**config.mk**
```make
export PLATFORM = sky130hd
export DESIGN_NAME = cordic_rr_scheduler
export DESIGN_NICKNAME = d
export VERILOG_FILES = /design/src/rtl/cordic_rr_scheduler.sv
export SDC_FILE = /design/constraint.sdc
export NUM_CORES = 1
export LEC_CHECK = 0
export ABC_AREA = 1
export ABC_CLOCK_PERIOD_IN_PS = 3300
export BUFFER_PORTS_ARGS = -buffer_cell sky130_fd_sc_hd__buf_2
export CORE_AREA = 2 2 157 159
export CTS_CLUSTER_SIZE = 40
export DETAILED_ROUTE_END_ITERATION = 10
export DIE_AREA = 0 0 159 161
export PLACE_DENSITY = 0.67
export REMOVE_ABC_BUFFERS = 1
export SYNTH_ARGS = -nofsm -noshare
export SYNTH_HDL_FRONTEND = slang
export SYNTH_SLANG_ARGS = --single-unit
```
**constraint.sdc**
```tcl
create_clock -name clk_i -period 3.3 [get_ports clk_i]
set_clock_uncertainty 0.15 [all_clocks]
set_input_delay 0.99 -clock clk_i [delete_from_list [all_inputs] [get_ports clk_i]]
set_output_delay 0.99 -clock clk_i [all_outputs]
set_load 0.02 [all_outputs]
```
**src/rtl/cordic_rr_scheduler.sv**
```systemverilog
// Round-robin front end that shares one pipelined cordic magnitude unit among N_REQ
// clients. An id tag pipeline matched to the cordic depth routes each result back home.
module cordic_rr_scheduler #(
  parameter int N_REQ   = 4,
  parameter int Q_I     = 15,
  parameter int Q_F     = 16,
  parameter int LATENCY = 18,
  localparam int W      = Q_I + Q_F + 1,
  localparam int CNT_W  = $clog2(LATENCY + 2),
  localparam int IDW    = (N_REQ > 1) ? $clog2(N_REQ) : 1
) (
  input  logic               clk_i,
  input  logic               rst_ni,
  input  logic [N_REQ-1:0]   req_valid_i,
  output logic [N_REQ-1:0]   req_ready_o,
  input  logic [N_REQ*W-1:0] req_x_i,
  input  logic [N_REQ*W-1:0] req_y_i,
  output logic [N_REQ-1:0]   rsp_valid_o,
  output logic [W-1:0]       rsp_data_o,
  output logic               cdc_valid_o,
  output logic [W-1:0]       cdc_x_o,
  output logic [W-1:0]       cdc_y_o,
  input  logic               cdc_valid_i,
  input  logic [W-1:0]       cdc_data_i,
  output logic [CNT_W-1:0]   inflight_o,
  output logic               err_o
);

  logic [IDW-1:0]   ptr_q;
  logic [IDW-1:0]   ptr_d;
  logic             grant_any;
  logic [IDW-1:0]   grant_id;
  logic [IDW-1:0]   cand;

  logic [IDW-1:0]   issue_id_q;

  logic [LATENCY-1:0]           tag_v_q;
  logic [LATENCY-1:0][IDW-1:0]  tag_id_q;
  logic                         tail_v;
  logic [IDW-1:0]               tail_id;

  logic [N_REQ-1:0] rsp_valid_d;
  logic             rsp_fire;
  logic             misalign;

  logic [CNT_W-1:0] inflight_q;

  // Search starts at the pointer and wraps; the first valid requester wins.
  always_comb begin
    grant_any = 1'b0;
    grant_id  = '0;
    cand      = '0;
    for (int i = 0; i < N_REQ; i++) begin
      cand = IDW'((int'(ptr_q) + i) % N_REQ);
      if (!grant_any && req_valid_i[cand]) begin
        grant_any = 1'b1;
        grant_id  = cand;
      end
    end
  end

  always_comb begin
    req_ready_o = '0;
    if (grant_any) begin
      req_ready_o[grant_id] = 1'b1;
    end
  end

  always_comb begin
    ptr_d = ptr_q;
    if (grant_any) begin
      if (grant_id == IDW'(N_REQ - 1)) begin
        ptr_d = '0;
      end else begin
        ptr_d = grant_id + IDW'(1);
      end
    end
  end

  always_ff @(posedge clk_i or negedge rst_ni) begin
    if (!rst_ni) begin
      ptr_q <= '0;
    end else begin
      ptr_q <= ptr_d;
    end
  end

  // Issue register: operands hold their last value when nothing is granted.
  always_ff @(posedge clk_i or negedge rst_ni) begin
    if (!rst_ni) begin
      cdc_valid_o <= 1'b0;
      cdc_x_o     <= '0;
      cdc_y_o     <= '0;
      issue_id_q  <= '0;
    end else begin
      cdc_valid_o <= grant_any;
      if (grant_any) begin
        cdc_x_o    <= req_x_i[grant_id*W +: W];
        cdc_y_o    <= req_y_i[grant_id*W +: W];
        issue_id_q <= grant_id;
      end
    end
  end

  // Tag pipeline, one entry per cordic stage; the tail lines up with cdc_valid_i.
  always_ff @(posedge clk_i or negedge rst_ni) begin
    if (!rst_ni) begin
      tag_v_q  <= '0;
      tag_id_q <= '0;
    end else begin
      tag_v_q  <= {tag_v_q[LATENCY-2:0], cdc_valid_o};
      tag_id_q <= {tag_id_q[LATENCY-2:0], issue_id_q};
    end
  end

  assign tail_v   = tag_v_q[LATENCY-1];
  assign tail_id  = tag_id_q[LATENCY-1];
  assign rsp_fire = cdc_valid_i && tail_v;
  assign misalign = cdc_valid_i != tail_v;

  always_comb begin
    rsp_valid_d = '0;
    if (rsp_fire) begin
      rsp_valid_d[tail_id] = 1'b1;
    end
  end

  always_ff @(posedge clk_i or negedge rst_ni) begin
    if (!rst_ni) begin
      rsp_valid_o <= '0;
      rsp_data_o  <= '0;
    end else begin
      rsp_valid_o <= rsp_valid_d;
      if (rsp_fire) begin
        rsp_data_o <= cdc_data_i;
      end
    end
  end

  // A result arriving without a tag, or a tag without a result, is unrecoverable.
  always_ff @(posedge clk_i or negedge rst_ni) begin
    if (!rst_ni) begin
      err_o <= 1'b0;
    end else if (misalign) begin
      err_o <= 1'b1;
    end
  end

  always_ff @(posedge clk_i or negedge rst_ni) begin
    if (!rst_ni) begin
      inflight_q <= '0;
    end else begin
      unique case ({grant_any, tail_v})
        2'b10:   inflight_q <= inflight_q + CNT_W'(1);
        2'b01:   inflight_q <= inflight_q - CNT_W'(1);
        default: inflight_q <= inflight_q;
      endcase
    end
  end

  assign inflight_o = inflight_q;

endmodule

```
### Word level (Yosys, flattened, before mapping)

Index checks and enable logic that the tools add are counted.
W data, S select, Z words.

| storage, ports and cells | value |
|---|---|
| register bits after elaboration | 165 |
| bits of input ports | 295 |
| output and inout bits | 111 |
| word-level logic and storage cells | 82 |

| cells by class | value |
|---|---|
| add/sub/neg operators | 6 |
| magnitude comparators | 8 |
| equal/unequal tests | 4 |
| shift-type cells | 2 |
| mux-type cells | 24 |
| reductions and logical operators | 10 |

Operators by type and width:

| operator | number |
|---|---|
| $shiftx A128 B8 Y32 | 2 |
| $lt A2 B3 Y1 const B | 6 |
| $mux W1 | 10 |
| $mux W2 | 5 |
| $pmux W5 S2 | 1 |
| $bmux W1 S2 | 4 |
| $mux W4 | 2 |
| $logic_and A1 B1 Y1 | 6 |
| $add A5 B1 Y5 const B | 1 |
| $sub A5 B1 Y5 const B | 1 |
| $add A2 B1 Y2 const B | 2 |
| $add A2 B2 Y2 const B | 2 |
| $demux W1 S2 | 2 |
| $eq A2 B2 Y1 const B | 2 |
| $ge A2 B1 Y1 const B | 2 |
| $logic_not A1 Y1 | 3 |
| $eq A2 B1 Y1 const B | 1 |
| $reduce_bool A2 Y1 | 1 |
| $ne A1 B1 Y1 | 1 |

### Longest topological paths before layout

Gate-level depths: netlist (run 1).

| logic depth | value |
|---|---|
| word-level depth | 17 |
| mapped depth | 21 |
| mapped depth without buffers | 18 |

### Worst setup path after synthesis (run 1)

Ideal clock, no wire load.

| path | value |
|---|---|
| path kind | input port to flip-flop |
| from | input req_valid_i[3] |
| to | register inflight_q[4], in the netlist inflight_o[4] |
| library setup time | 128 ps |
| data arrival time | 3232 ps |
| required time | 3022 ps |
| path slack | -211 ps |
| stages on the path | 19 |
| buffers on the path | 2 |
| cells stage by stage | inv_1 > nand2_1 > nand3_1 > nand2_1 > nor2_4 > nand3_4 > inv_2 > buf_2 > buf_2 > ha_1 > xor2_1 > ha_1 > a21oi_1 > nor3_1 > nor2_1 > inv_1 > a21oi_1 > o21ai_0 > xnor2_1 |

| on the way | value |
|---|---|
| longest elaborated chain between the ends | 14 |
| elaborated cells between the ends (all ways) | 22 |
| classes of those cells | eq/ne (2); mux (13); reduce/logical (7) |

RTL lines:

| element | RTL line | RTL |
|---|---|---|
| start: declaration | 14 | `input logic [N_REQ-1:0] req_valid_i,` |
| $bmux W1 S2 | 55 | `if (!grant_any && req_valid_i[cand]) begin` |
| $mux W1 (not written as such) | 55 |  |
| $mux W1 | 55 |  |
| $logic_not A1 Y1 | 55 |  |
| $logic_and A1 B1 Y1 | 55 |  |
| $mux W1 | 55 |  |
| $logic_not A1 Y1 | 55 |  |
| $logic_and A1 B1 Y1 | 55 |  |
| $mux W1 | 55 |  |
| $logic_not A1 Y1 | 55 |  |
| $logic_and A1 B1 Y1 | 55 |  |
| $mux W1 * | 55 |  |
| $eq A2 B1 Y1 or $eq A2 B2 Y1 (tied branches) | 153 | `unique case ({grant_any, tail_v})` |
| $pmux W5 S2 or $reduce_bool A2 Y1 (tied branches) | n/a |  |
| end signal: assignment | 154 | `2'b10: inflight_q <= inflight_q + CNT_W'(1);` |
| end signal: assignment | 155 | `2'b01: inflight_q <= inflight_q - CNT_W'(1);` |
| end signal: assignment | 156 | `default: inflight_q <= inflight_q;` |
| end: declaration | 46 | `logic [CNT_W-1:0] inflight_q;` |

Mark *: on every way between the ends. The rest lies on a longest branch, timed or not. The select of a mux whose other input is x is not followed.
A chain may end at the register's enable or synchronous reset.

### Final worst setup path (run 1)

| path | value |
|---|---|
| from | input req_valid_i[3] |
| to | output req_ready_o[3] |

| on the way | value |
|---|---|
| longest elaborated chain between the ends | 17 |
| elaborated cells between the ends (all ways) | 28 |
| classes of those cells | order compare (2); mux (19); reduce/logical (7) |

RTL lines:

| element | RTL line | RTL |
|---|---|---|
| $bmux W1 S2 | 55 |  |
| $mux W1 (not written as such) | 55 |  |
| $mux W1 | 55 |  |
| $logic_not A1 Y1 | 55 |  |
| $logic_and A1 B1 Y1 | 55 |  |
| $mux W1 | 55 |  |
| $logic_not A1 Y1 | 55 |  |
| $logic_and A1 B1 Y1 | 55 |  |
| $mux W1 | 55 |  |
| $logic_not A1 Y1 | 55 |  |
| $logic_and A1 B1 Y1 | 55 |  |
| $mux W2 | 55 |  |
| $lt A2 B3 Y1 (not written as such) or $ge A2 B1 Y1 (tied branches) | 65 | `req_ready_o[grant_id] = 1'b1;` |
| $logic_and A1 B1 Y1 (not written as such) | 65 |  |
| $mux W1 (not written as such) | 65 |  |
| $demux W1 S2 | 65 |  |
| $mux W4 * | 64 | `if (grant_any) begin` |
| end: declaration | 15 | `output logic [N_REQ-1:0] req_ready_o,` |

Marks and branches as above.

==> results of run 1 <==
==> registers in the layout, summed over array words and instances (netlist names) <==
name	count
issue_id_q	2
tag_id_q	34
tail_id	2
cdc_valid_o	1
rsp_data_o	32
cdc_x_o	32
rsp_valid_o	4
ptr_q	2
inflight_o	5
cdc_y_o	32
err_o	1
tag_v_q	18
==> what timing repair did <==
item                                    CTS  global route
endpoints found under the setup margin    4             4
gates cloned                              1             0
setup buffers                            12             4
resized for setup                        64            17
pin swaps                                26            15
==> per-layer routing <==
| metal | vias up | wire length, µm |
|---|---|---|
| met5 | - | 13 |
| met4 | 2 | 973 |
| met3 | 59 | 1880 |
| met2 | 366 | 13500 |
| met1 | 3992 | 11000 |
| li1 | 4308 | - |
==> power by group <==
part	internal [mW]	total [mW]	switching, mW
registers	2.96	3.36	0.399
logic	3.41	9.87	6.47
clock network	1.09	2.01	0.915
total	7.46	15.2	7.78
==> per-stage QoR <==
stage	setup slack (ns)	instances	area [µm²]	power [mW]	utilization, %
6_report	-0.158	1872	11700	15.2	48.7
5_1_grt	-0.227	1872	11700	16.7	48.7
4_1_cts	-0.0751	1866	11600	15.2	48.3
3_5_place_dp	-0.277	1821	10700	12.6	44.5
3_3_place_gp	-0.239	1821	10700	12.4	44.5
2_1_floorplan	-2.45	1060	7940	9.28	-
==> synth_stat cells, types with 9 or more instances <==
library cell / n
o21ai_1: 42
nand3_1: 92
inv_1: 93
ha_1: 9
dfrtp_1: 165
clkbuf_1: 15
o21ai_0: 9
nand4_1: 38
buf_2: 32
buf_6: 12
nand2_1: 487
nor2_1: 95
==> worst reg2reg max path, cell delays in order, from the launching register on <==
cell and delay (ns):
dfrtp_2 0.41, buf_6 0.14, inv_4 0.09, nand2_1 0.06, nand2_2 0.12, nand2_1 0.10, nand2_2 0.09, nor2_4 0.06
nand3_4 0.07, buf_4 0.20, inv_2 0.07, ha_1 0.23, xor2_1 0.18, ha_1 0.21, a21oi_1 0.18, nor3_1 0.08
nor2_1 0.08, inv_1 0.05, a21oi_1 0.11, o21ai_0 0.11, xnor2_1 0.14
==> cells by family after synthesis <==
kind of cell / synth area share (%)
fa+ha+maj: 1.35
compound gates: 3.49
xor+xnor: 0.421
buf+inv: 9.25
simple gates: 35.9
flops: 49.6
==> final cells by class <==
class                           count  area (µm²)
Fill cell                        2391       12300
Sequential cell                   165        4130
Multi-Input combinational cell    795        3620
Timing Repair Buffer              453        2500
Clock buffer                       17         425
Tap cell                          324         405
Inverter                          100         398
Clock inverter                     15         183
Timing Repair inverter              1        7.51
Antenna cell                        2        5.00
==> worst max path at each step <==
stage | start | slack (ns) | end
2_1_floorplan | req_valid_i[3] | -2.45 | req_ready_o[1]
3_3_place_gp | req_valid_i[1] | -0.24 | req_ready_o[1]
3_5_place_dp | req_valid_i[3] | -0.28 | req_ready_o[1]
4_1_cts | req_valid_i[2] | -0.08 | req_ready_o[1]
5_1_grt | ptr_q[0] | -0.23 | req_ready_o[3]
6_report | req_valid_i[3] | -0.16 | req_ready_o[3]
==> flow_metrics.py, run 1 <==
metrics = {
    "outcome": {
        "status": "complete, but fails checks",
        "violations": "negative setup slack",
    },
    "sta": {
        "setup-tns-final_ns": -0.503,
        "rsz0062_at_grt": "yes",
        "hold_viol": 0,
        "whs_ns": 0.193,
        "fin_crit_ns": 3.46,
        "tightest_slew_ns": 0.812,
        "fmax_mhz": 289,
        "fin_ws_ns": -0.158,
        "maxSlewViolCount": 0,
        "period_share_pct": 105,
        "slew_headroom_pct": 45.9,
        "setup_viol": 4,
    },
    "setup_path": {
        "slowest_delay_ns": 0.18,
        "r2r_slack_ns": 0.24,
        "crit_cells": 13,
        "r2r_end": "inflight_o[4]",
        "path_max_fanout": 4,
        "critPathCaptureType": "primary output",
        "cp_top_family": "simple AND/OR/NAND/NOR gates",
        "cp_slowest_cell": "nor2_4",
        "worstPathArrival_ns": 2.32,
        "reg2reg_from": "ptr_q[0]",
        "start_kind": "input pin",
        "cpMostUsedCell": "nand2_4",
        "cp_data_required_time_ns": 2.16,
        "ff2ff_path_depth": 20,
        "crit_chain": "buf_6 -> inv_4 -> nand2_4 -> nand3_4 -> nand2_4 -> nor2_4 -> nand3_1 -> nand2_4 -> inv_6 -> ha_4 -> nand2_2 -> inv_2 -> buf_6",
        "crit_type": "in2out",
        "cp.buffers_inverters": 5,
    },
    "die": {
        "die_w_um": 159,
        "core_um2": 24000,
        "fp-row-count": 57,
        "io-pin-count": 406,
        "dieArea_um2": 25600,
        "die_h_um": 161,
        "start_util_pct": 34.8,
    },
    "cells_and_area": {
        "area_growth_pct": 40.2,
        "final_nets": 1837,
        "final_cell_mix": "462 x nand2_1, 397 x buf_2, 163 x dfrtp_1, 94 x nor2_1, 86 x nand3_1",
        "layout-drive-gt1-share_pct": 35.3,
        "layout_commonest_cell": "nand2_1",
    },
    "grt": {
        "overflow": 0,
        "top_usage_layer": "met2",
        "grt_max_degree": 78,
        "grt_pass1_vias": 8611,
        "use_met1_pct": 24.6,
        "grt_use_total_pct": 21.1,
        "grtUsageMet3_pct": 5.83,
        "grt_pass1_wl_mm": 43.3,
        "grt_antenna_before_repair": 4,
        "met2_usage_pct": 37.0,
    },
    "flow_run": {
        "cap_violations": 0,
    },
    "cts": {
        "cts_root_buf": "clkbuf_16",
        "cts_htree_levels": 4,
        "numCtsBuffers": 17,
        "clk_latency_ns": 0.42,
        "cts_hold_buffers": 0,
        "clk_pin_slew_worst_paths_ns": 0.07,
        "cts_max_path_buffers": 2,
        "cts_sinks": 165,
        "cts_tree": "done",
    },
    "synthesis": {
        "avgSynthCellArea_um2": 7.40,
        "synth_top_area_share_pct": 49.6,
        "async_flop_share_pct": 100,
        "ys_seq_elements": 165,
        "synthCells": 1126,
        "synthFlopType": "dfrtp_1",
        "synth_edf_count": 0,
        "synth_area_leaders": "dfrtp_1 50%, nand2_1 22%, nand3_1 5.5%, nor2_1 4.3%, inv_1 4.2%",
        "synth_cell_types": 27,
        "synth_area_um2": 8330,
        "yosysWarnings": 0,
        "seq_area_frac_synth_pct": 49.6,
        "yosys.area.top_type": "dfrtp_1",
    },
    "detailed_routing": {
        "drc": 0,
        "wirelength_mm": 27.4,
        "viasPerCell": 4.66,
        "avgRoutedWirePerCell_um": 14.6,
        "first_pass_iters": 5,
        "drt_iter0_drc": 471,
        "ant_nets": 0,
        "dr_total_vias": 8727,
    },
    "power": {
        "p_per_area_nw_per_um2": 1310,
        "leakage_nw": 6.63,
        "peakVddDrop_uv": 1140,
    },
    "placement": {
        "dp_hpwl_mm": 20.2,
        "gp_congestion": 0.924,
        "port_buffers": 405,
    },
    "worst_hold_path": {
        "min_from": "tag_id_q[19]",
        "holdPathStages": 0,
        "hold_class": "reg2reg",
        "min_to": "tag_id_q[21]",
    },
}
Power figures use the tool's default switching activity.
==> run 2, diff against run 1 <==
ABC_CLOCK_PERIOD_IN_PS = 4100   (was 3300)
CORE_AREA = 2 2 158 160   (was 2 2 157 159)
DIE_AREA = 0 0 160 162   (was 0 0 159 161)
PLACE_DENSITY = 0.64   (was 0.67)
SLEW_MARGIN = 20   (was default)
clock period = 4.1 ns   (was 3.3 ns; I/O delays follow)
==> flow_metrics.py, run 2 (synthesized netlist as in run 1, its figures left out) <==
metrics = {
    "cells_and_area": {
        "max_flop_register": "tag_id_q",
        "final_area_um2": 11300,
        "fin_util_pct": 46.9,
        "layout-drive-gt1-share_pct": 32.3,
        "area_growth_pct": 35.7,
        "final-instance-count-excl-fill": 1853,
        "largest_reg_flops": 34,
        "final_cell_mix": "484 x nand2_1, 402 x buf_2, 165 x dfrtp_1, 95 x nor2_1, 92 x inv_1",
        "layout_commonest_cell": "nand2_1",
        "final_nets": 1819,
    },
    "flow_run": {
        "cap_violations": 0,
    },
    "placement": {
        "gp_congestion": 0.883,
        "dpl_worst_slack_ns": -0.00121,
        "place_area_um2": 10600,
        "port_buffers": 405,
        "dp.cells": 1818,
        "dp_hpwl_mm": 20.4,
    },
    "detailed_routing": {
        "first_pass_iters": 5,
        "wirelength_mm": 27.6,
        "ant_nets": 0,
        "dr_total_vias": 8587,
        "drt_iter0_drc": 454,
        "viasPerCell": 4.63,
        "avgRoutedWirePerCell_um": 14.9,
        "drc": 0,
    },
    "outcome": {
        "status": "finished, final reports clean",
    },
    "sta": {
        "fin_crit_ns": 4.01,
        "tightest_slew_ns": 0.947,
        "setup-tns-final_ns": 0,
        "slew_headroom_pct": 36.9,
        "fin_ws_ns": 0.0920,
        "fmax_mhz": 250,
        "setup_viol": 0,
        "maxSlewViolCount": 0,
        "whs_ns": 0.190,
        "rsz0062_at_grt": "yes",
        "hold_viol": 0,
        "period_share_pct": 97.8,
    },
    "die": {
        "start_util_pct": 34.5,
        "dieArea_um2": 25900,
        "io-pin-count": 406,
        "fp-row-count": 57,
        "die_w_um": 160,
        "core_um2": 24100,
        "die_h_um": 162,
    },
    "grt": {
        "grt_pass1_wl_mm": 43.8,
        "grt_antenna_before_repair": 2,
        "grt_max_degree": 88,
        "overflow": 0,
        "grt_pass1_vias": 8477,
        "grt_use_total_pct": 21.3,
    },
    "cts": {
        "cts_hold_buffers": 0,
        "clk_latency_ns": 0.42,
        "clk_pin_slew_worst_paths_ns": 0.07,
        "cts_tree": "done",
        "cts_max_path_buffers": 2,
        "numCtsBuffers": 17,
        "cts_root_buf": "clkbuf_16",
        "cts_htree_levels": 4,
        "cts_sinks": 165,
    },
    "power": {
        "peakVddDrop_uv": 934,
        "totalPowerFinal_mw": 11.8,
        "power.internal_mw": 5.70,
        "p_per_area_nw_per_um2": 1040,
        "switchingPower_mw": 6.08,
        "seqPwrFrac_pct": 23.1,
        "leakage_nw": 6.51,
        "pwr-share-clk_pct": 13.3,
        "switching_share_pct": 51.6,
        "comb_power_share_pct": 63.6,
    },
    "worst_hold_path": {
        "min_from": "tag_id_q[29]",
        "min_to": "tag_id_q[31]",
        "hold_class": "reg2reg",
        "holdPathStages": 0,
    },
    "setup_path": {
        "start_kind": "input pin",
        "cp_data_required_time_ns": 2.72,
        "worstPathArrival_ns": 2.63,
        "path_max_fanout": 4,
        "crit_type": "in2out",
        "ff2ff_path_depth": 19,
        "reg2reg_from": "ptr_q[0]",
        "critPathCaptureType": "primary output",
        "r2r_slack_ns": 0.63,
        "r2r_end": "inflight_o[4]",
    },
}
[run 2: final cells by class]
type | count | area (µm²)
fill | 2482 | 12800
multi-input combinational | 795 | 3470
inverter | 100 | 383
sequential | 165 | 4130
clock inverter | 14 | 155
tap | 324 | 405
timing repair buffer | 436 | 2310
clock buffer | 18 | 439
antenna | 1 | 2.50
[run 2: how the worst max path moves through the flow]
stage	start	to	slack, ns	cells after the start
after floorplan	req_valid_i[3]	req_ready_o[1]	-2.13	11
after CTS	req_valid_i[1]	req_ready_o[3]	0.009	14
final	req_valid_i[3]	req_ready_o[0]	0.09	14
after global routing	req_valid_i[3]	req_ready_o[3]	-0.02	14
after global placement	req_valid_i[1]	req_ready_o[3]	0.005	14
after detailed placement	req_valid_i[1]	req_ready_o[3]	-0.001	14
[run 2: routing by layer]
| layer | GRT usage [%] | wire [µm] | up-vias |
|---|---|---|---|
| met1 | 25.6 | 11500 | 3919 |
| met2 | 38.0 | 13700 | 348 |
| met4 | 6.22 | 659 | 2 |
| li1 | - | - | 4271 |
| met3 | 5.03 | 1800 | 47 |
| met5 | 0 | 13 | - |
[run 2: critical path: stages]
cell	delay (ns)
buf_2	0.10
inv_1	0.06
nand2_1	0.07
nand3_1	0.13
nand2_1	0.07
nand2_1	0.10
nand2_1	0.07
nand2_2	0.08
nand3_4	0.10
buf_4	0.15
ha_1	0.19
nand2_1	0.06
inv_1	0.05
buf_4	0.15
[run 2: what timing repair did]
item	4_1_cts	5_1_grt
buffers inserted	0	2
setup endpoints to repair	1	4
gates resized for setup	0	18
pin swaps	1	4
[run 2: power by group through the flow]
| stage | logic (mW) | clock network [mW] | registers, mW |
|---|---|---|---|
| CTS | 7.43 | 1.63 | 2.72 |
| finish | 7.49 | 1.57 | 2.72 |
| global placement | 7.32 | 0 | 2.73 |
| floorplan | 4.26 | 0 | 3.22 |
| detailed placement | 7.44 | 0 | 2.74 |
| global route | 8.48 | 1.69 | 2.80 |
